$ cat config.mk
export PLATFORM = sky130hd
export DESIGN_NAME = pipeline_hazard_ctrl
export DESIGN_NICKNAME = d
export VERILOG_FILES = /design/src/rtl/pipeline_hazard_ctrl.sv
export SDC_FILE = /design/constraint.sdc
export NUM_CORES = 1
export LEC_CHECK = 0
export CORE_MARGIN = 1.5
export CORE_UTILIZATION = 50
export DETAILED_ROUTE_END_ITERATION = 10
export DONT_BUFFER_PORTS = 1
export PLACE_DENSITY = 0.76
export SYNTH_ARGS = -nofsm -noshare
export SYNTH_HDL_FRONTEND = slang
export SYNTH_SLANG_ARGS = --single-unit
$ cat constraint.sdc
create_clock -name clk -period 3.5 [get_ports clk]
set_input_delay 0.525 -clock clk [delete_from_list [all_inputs] [get_ports clk]]
set_output_delay 0.525 -clock clk [all_outputs]
set_load 0.1 [all_outputs]
$ cat src/rtl/pipeline_hazard_ctrl.sv
// pipeline_hazard_ctrl
//
// Hazard and stall controller for the five-stage pipeline. It drives the
// load/hold/flush/bubble controls of the PC, IF/ID, ID/EX and EX/MEM
// registers. Three hazards are handled:
//   - load-use hazards detected in ID
//   - taken branches/jumps resolved in EX
//   - multi-cycle multiplies occupying EX
// Saturating stall and flush counters are kept for performance debug.
//
// Ports
//   clk              pipeline clock; all state updates on the rising edge
//   Reset            synchronous, active-high reset
//   IFIDRsIn/RtIn    rs/rt fields of the instruction in ID
//   UsesRsIn/RtIn    the ID instruction reads rs/rt
//   IDEXMemReadIn    the instruction in EX is a load
//   IDEXRtIn         destination (rt) of the instruction in EX
//   MulEXIn          the instruction in EX is a multiply
//   BranchTakenEXIn  branch/jump in EX resolved taken this cycle
//   PCWriteOut       PC load enable
//   IFIDWriteOut     IF/ID load enable
//   IFIDFlushOut     IF/ID clears to NOP on the next edge
//   IDEXBubbleOut    ID/EX loads zeroed control fields on the next edge
//   IDEXHoldOut      ID/EX keeps its current contents
//   EXMEMBubbleOut   EX/MEM loads zeroed control fields
//   StallCountOut    saturating count of cycles with PCWriteOut=0
//   FlushCountOut    saturating count of taken-branch flush cycles
//   DbgStateOut      current FSM state (RUN=0, MUL_BUSY=1, DRAIN=2)
//
// Handshake: there is no valid/ready pairing. Every control output is a
// combinational decision for the current cycle. The pipeline registers act
// on it at the next rising edge, and nothing is acknowledged back.

module pipeline_hazard_ctrl #(
  parameter int MUL_LATENCY = 4,
  parameter int CNT_W       = 16
) (
  input  logic             clk,
  input  logic             Reset,
  input  logic [4:0]       IFIDRsIn,
  input  logic [4:0]       IFIDRtIn,
  input  logic             UsesRsIn,
  input  logic             UsesRtIn,
  input  logic             IDEXMemReadIn,
  input  logic [4:0]       IDEXRtIn,
  input  logic             MulEXIn,
  input  logic             BranchTakenEXIn,
  output logic             PCWriteOut,
  output logic             IFIDWriteOut,
  output logic             IFIDFlushOut,
  output logic             IDEXBubbleOut,
  output logic             IDEXHoldOut,
  output logic             EXMEMBubbleOut,
  output logic [CNT_W-1:0] StallCountOut,
  output logic [CNT_W-1:0] FlushCountOut,
  output logic [1:0]       DbgStateOut
);

  typedef enum logic [1:0] {
    S_RUN      = 2'd0,
    S_MUL_BUSY = 2'd1,
    S_DRAIN    = 2'd2
  } state_t;

  // Holds counted in the RUN detect cycle come off the MUL_BUSY budget.
  localparam logic [3:0] MUL_BUSY_CYCLES = 4'(MUL_LATENCY - 2);

  state_t           r_state;
  state_t           w_state_nxt;
  logic [3:0]       r_cnt;
  logic [3:0]       w_cnt_nxt;
  logic [CNT_W-1:0] r_stall_cnt;
  logic [CNT_W-1:0] r_flush_cnt;
  logic             w_load_use;

  // A destination of register 0 is never a real dependency.
  assign w_load_use = IDEXMemReadIn && (IDEXRtIn != 5'd0) &&
                      ((UsesRsIn && (IFIDRsIn == IDEXRtIn)) ||
                       (UsesRtIn && (IFIDRtIn == IDEXRtIn)));

  always_comb begin
    PCWriteOut     = 1'b1;
    IFIDWriteOut   = 1'b1;
    IFIDFlushOut   = 1'b0;
    IDEXBubbleOut  = 1'b0;
    IDEXHoldOut    = 1'b0;
    EXMEMBubbleOut = 1'b0;
    w_state_nxt    = r_state;
    w_cnt_nxt      = r_cnt;

    if (Reset) begin
      PCWriteOut     = 1'b0;
      IFIDWriteOut   = 1'b0;
      IFIDFlushOut   = 1'b1;
      IDEXBubbleOut  = 1'b1;
      EXMEMBubbleOut = 1'b1;
      w_state_nxt    = S_RUN;
      w_cnt_nxt      = 4'd0;
    end else begin
      case (r_state)
        S_RUN: begin
          if (MulEXIn) begin
            PCWriteOut     = 1'b0;
            IFIDWriteOut   = 1'b0;
            IDEXHoldOut    = 1'b1;
            EXMEMBubbleOut = 1'b1;
            w_cnt_nxt      = MUL_BUSY_CYCLES;
            w_state_nxt    = (MUL_LATENCY == 2) ? S_DRAIN : S_MUL_BUSY;
          end else if (BranchTakenEXIn) begin
            IFIDFlushOut  = 1'b1;
            IDEXBubbleOut = 1'b1;
          end else if (w_load_use) begin
            PCWriteOut    = 1'b0;
            IFIDWriteOut  = 1'b0;
            IDEXBubbleOut = 1'b1;
          end
        end
        S_MUL_BUSY: begin
          // Multiply owns EX; branch and load-use are not looked at.
          PCWriteOut     = 1'b0;
          IFIDWriteOut   = 1'b0;
          IDEXHoldOut    = 1'b1;
          EXMEMBubbleOut = 1'b1;
          w_cnt_nxt      = r_cnt - 4'd1;
          if (r_cnt == 4'd1) w_state_nxt = S_DRAIN;
        end
        S_DRAIN: begin
          // MulEXIn still reflects the finishing multiply, so it is ignored.
          if (BranchTakenEXIn) begin
            IFIDFlushOut  = 1'b1;
            IDEXBubbleOut = 1'b1;
          end else if (w_load_use) begin
            PCWriteOut    = 1'b0;
            IFIDWriteOut  = 1'b0;
            IDEXBubbleOut = 1'b1;
          end
          w_state_nxt = S_RUN;
        end
        default: begin
          w_state_nxt = S_RUN;
          w_cnt_nxt   = 4'd0;
        end
      endcase
    end
  end

  always_ff @(posedge clk) begin
    if (Reset) begin
      r_state     <= S_RUN;
      r_cnt       <= 4'd0;
      r_stall_cnt <= '0;
      r_flush_cnt <= '0;
    end else begin
      r_state <= w_state_nxt;
      r_cnt   <= w_cnt_nxt;
      if (!PCWriteOut && (r_stall_cnt != '1)) r_stall_cnt <= r_stall_cnt + 1'b1;
      if (IFIDFlushOut && (r_flush_cnt != '1)) r_flush_cnt <= r_flush_cnt + 1'b1;
    end
  end

  assign StallCountOut = r_stall_cnt;
  assign FlushCountOut = r_flush_cnt;
  assign DbgStateOut   = r_state;

endmodule
==> results.sh <==
export IMPL_synth_top_cell_area_share=0.370
export IMPL_number_of_antenna_cells_inserted=0
export IMPL_ff2ff_setup_slack_ps=1100
export IMPL_synth_top_cell_by_area="dfxtp_1"
export IMPL_yosysMostFrequentCell="dfxtp_1"
export IMPL_ys_types=46
export IMPL_minimum_clock_period_after_layout_ps=2580
export IMPL_cp_required_ps=2970
export IMPL_critical_path_endpoint_type="primary output"
export IMPL_dieArea_um2=4510
export IMPL_coreArea_um2=3970
export IMPL_synth_cells=243
export IMPL_number_of_antenna_violations_at_the_first_check_in_global_routing=0
export IMPL_share_comb_of_total_power=0.211
export IMPL_synth_area_top_cells="dfxtp_1 37%, xnor2_1 8.9%, nor2_1 4.9%"
export IMPL_syn_avg_cell_area_um2=8.46
export IMPL_worst_path_max_fanout=7
export IMPL_post_cts_resized=0
export IMPL_power_report_internal_total_mw=0.630
export IMPL_overall_global_routing_usage=0.221
export IMPL_route_final_wire_length_um=4630
export IMPL_max_clock_path_buffers=2
export IMPL_floorplan_initialDensity=0.518
export IMPL_layout_nets=307
export IMPL_pwr_share_clk=0.303
export IMPL_timing_slew_headroom=0.561
export IMPL_cts_tree="done"
export IMPL_timing_critical_path_from_type="flip-flop"
export IMPL_worstPathArrival_ps=2050
export IMPL_detail_route_first_pass_iterations=4
export IMPL_synth_sequential_area_ratio=0.370
export IMPL_gp_congestion=0.825
export IMPL_use_met3=0.0833
export IMPL_drc=0
export IMPL_postPlaceCellArea_um2=2370
export IMPL_synth_edff_count=0
export IMPL_grt_first_pass_wirelength_um=7670
export IMPL_grt_util_met1=0.242
export IMPL_setup_viol=0
export IMPL_worstSkewPairLatency_ps=290
export IMPL_synth_nets=269
export IMPL_num_fill_cells=366
export IMPL_timing_clock_skew_ps=8.23
export IMPL_detail_route_wl_per_cell_um=14.0
export IMPL_clock_buffer_count_from_cts=5
export IMPL_cts_root_buf="clkbuf_8"
export IMPL_cts_htree_levels=2
export IMPL_clock_sink_count=38
export IMPL_drive_above_1_share=0.210
export IMPL_syn_area_um2=2060
export IMPL_post_drt_via_cell_ratio=5.69
export IMPL_hold_path_class="in2reg"
export IMPL_globalRouteMet2Util=0.375
export IMPL_cap_viol_max_count=0
export IMPL_die_y_um=67.1
export IMPL_cts_post_setup_buffers_inserted=0
export IMPL_switching_share=0.330
export IMPL_drt_initial_drc_count=103
export IMPL_cts_hold_repair_buffers=0
export IMPL_switching_power_mw=0.311
export IMPL_total_leakage_power_nw=0.928
export IMPL_drt_antenna_violating_nets=0
export IMPL_rsz0062_at_grt="no"
export IMPL_slowest_stage="dfxtp_2"
export IMPL_cellPowerDensity_nw_per_um2=384
export IMPL_status="completed"
export IMPL_final_min_period_over_clock_period=0.736
export IMPL_postLayoutCellArea_um2=2450
export IMPL_number_of_i_o_port_buffers=0
export IMPL_worst_setup_hold_path_clk_slew_ps=70
export IMPL_grt_max_degree=40
export IMPL_ioPinCount=62
export IMPL_gr_max_usage_layer="met2"
export IMPL_flow_area_growth_from_synthesis_pct=19.0
export IMPL_die_x_um=67.1
export IMPL_first_global_vias=1854
export IMPL_timing_worst_slew_pin_value_ps=659
export IMPL_yosys_top_cells_count="38 x dfxtp_1, 27 x nor2_1, 21 x xnor2_1, 18 x nand3_1, 14 x a21oi_1"
export IMPL_setup_total_negative_slack_ps=0
export IMPL_final_hold_viol_count=0
export IMPL_cpPeakStageDelay_ps=710
export IMPL_postSynth_topFlopCell="dfxtp_1"
export IMPL_placement_rows=23
export IMPL_clock_fmax_mhz=388
export IMPL_maximum_vdd_drop_v=0.000250
export IMPL_share_of_async_settable_or_async_resettable_flops_after_synthesis=0
export IMPL_timing_critical_path_cells="nor2b_1, nor2_1, a21oi_1, inv_2, a41o_1, buf_4"
export IMPL_synth_warnings=0
export IMPL_grt_overflow_total=0
export IMPL_final_max_slew_viol_count=0
export IMPL_worstSetupPathType="reg2out"
export IMPL_place_detailed_hpwl_um=3460
export IMPL_register_bit_total_from_synthesis=38
export IMPL_num_vias=1885
export IMPL_p_seq_frac=0.486
==> sequential cells by signal, indices dropped and copies added, names as in the netlist <==
signal,cells
FlushCountOut,16
DbgStateOut,2
StallCountOut,16
r_cnt,4
==> per-layer routing <==
layer / vias up / share of wire
li1: 946 / -
met1: 876 / 0.42
met2: 52 / 0.49
met3: 11 / 0.071
met4: 0 / 0.016
met5: - / 0
==> final timing paths <==
| check | from | end | cells past startpoint |
|---|---|---|---|
| setup reg to reg | StallCountOut[3] | StallCountOut[5] | 8 |
| hold reg to reg | r_cnt[1] | r_cnt[1] | 1 |
| hold / removal | Reset | DbgStateOut[1] | 1 |
| setup / recovery | DbgStateOut[1] | IDEXBubbleOut | 6 |
==> worst max-delay path: cells and delay by family, from the launching register on <==
kind | cells | cell delay, ps
flops | 1 | 710
buf+inv | 2 | 410
compound gates | 2 | 270
simple gates | 2 | 370
==> power groups by stage <==
| stage | logic [mW] | registers, mW | clock network (mW) |
|---|---|---|---|
| after floorplan | 0.109 | 0.532 | 0 |
| after global placement | 0.196 | 0.466 | 0 |
| after detailed placement | 0.199 | 0.467 | 0 |
| after CTS | 0.200 | 0.457 | 0.294 |
| after global routing | 0.213 | 0.458 | 0.309 |
| final | 0.199 | 0.457 | 0.285 |
==> cells in the final DEF (no fill, tap or decap), types with 7 or more instances in the layout <==
cell / n
a21oi_1: 13
or3_1: 9
nor3_1: 12
nand4_1: 7
dfxtp_1: 37
xnor2_1: 21
o21ai_1: 8
buf_4: 39
nand2_1: 9
inv_1: 9
nor2_1: 26
nand3_1: 18
==> final cells by class <==
class                           count  area [µm²]  share of cell area
Multi-Input combinational cell    187        1210               0.496
Sequential cell                    38         762               0.311
Timing Repair Buffer               39         293               0.120
Clock buffer                        5        68.8              0.0281
Tap cell                           50        62.6              0.0255
Inverter                           10        37.5              0.0153
Clock inverter                      2        10.0             0.00409
==> kinds of logic after synthesis <==
| kind of cell | synth area share |
|---|---|
| xor gates and xnor gates | 0.102 |
| and+or+nand+nor | 0.294 |
| buffers and inverters | 0.0462 |
| DFF | 0.370 |
| adders and majority gates | 0.0243 |
| muxes | 0.0207 |
| AOI/OAI and AO/OA | 0.143 |
==> through the flow <==
stage          utilization  worst slack, ps  power [mW]  hold slack (ps)  cells
6_report             0.617              924       0.941              297    331
5_1_grt              0.617              823       0.980              274    331
4_1_cts              0.617              920       0.950              278    331
3_5_place_dp         0.597             1090       0.666              543    324
3_3_place_gp         0.597             1140       0.662              553    324
2_1_floorplan            -             20.8       0.641              506    243
(Power assumes the default switching activity.)
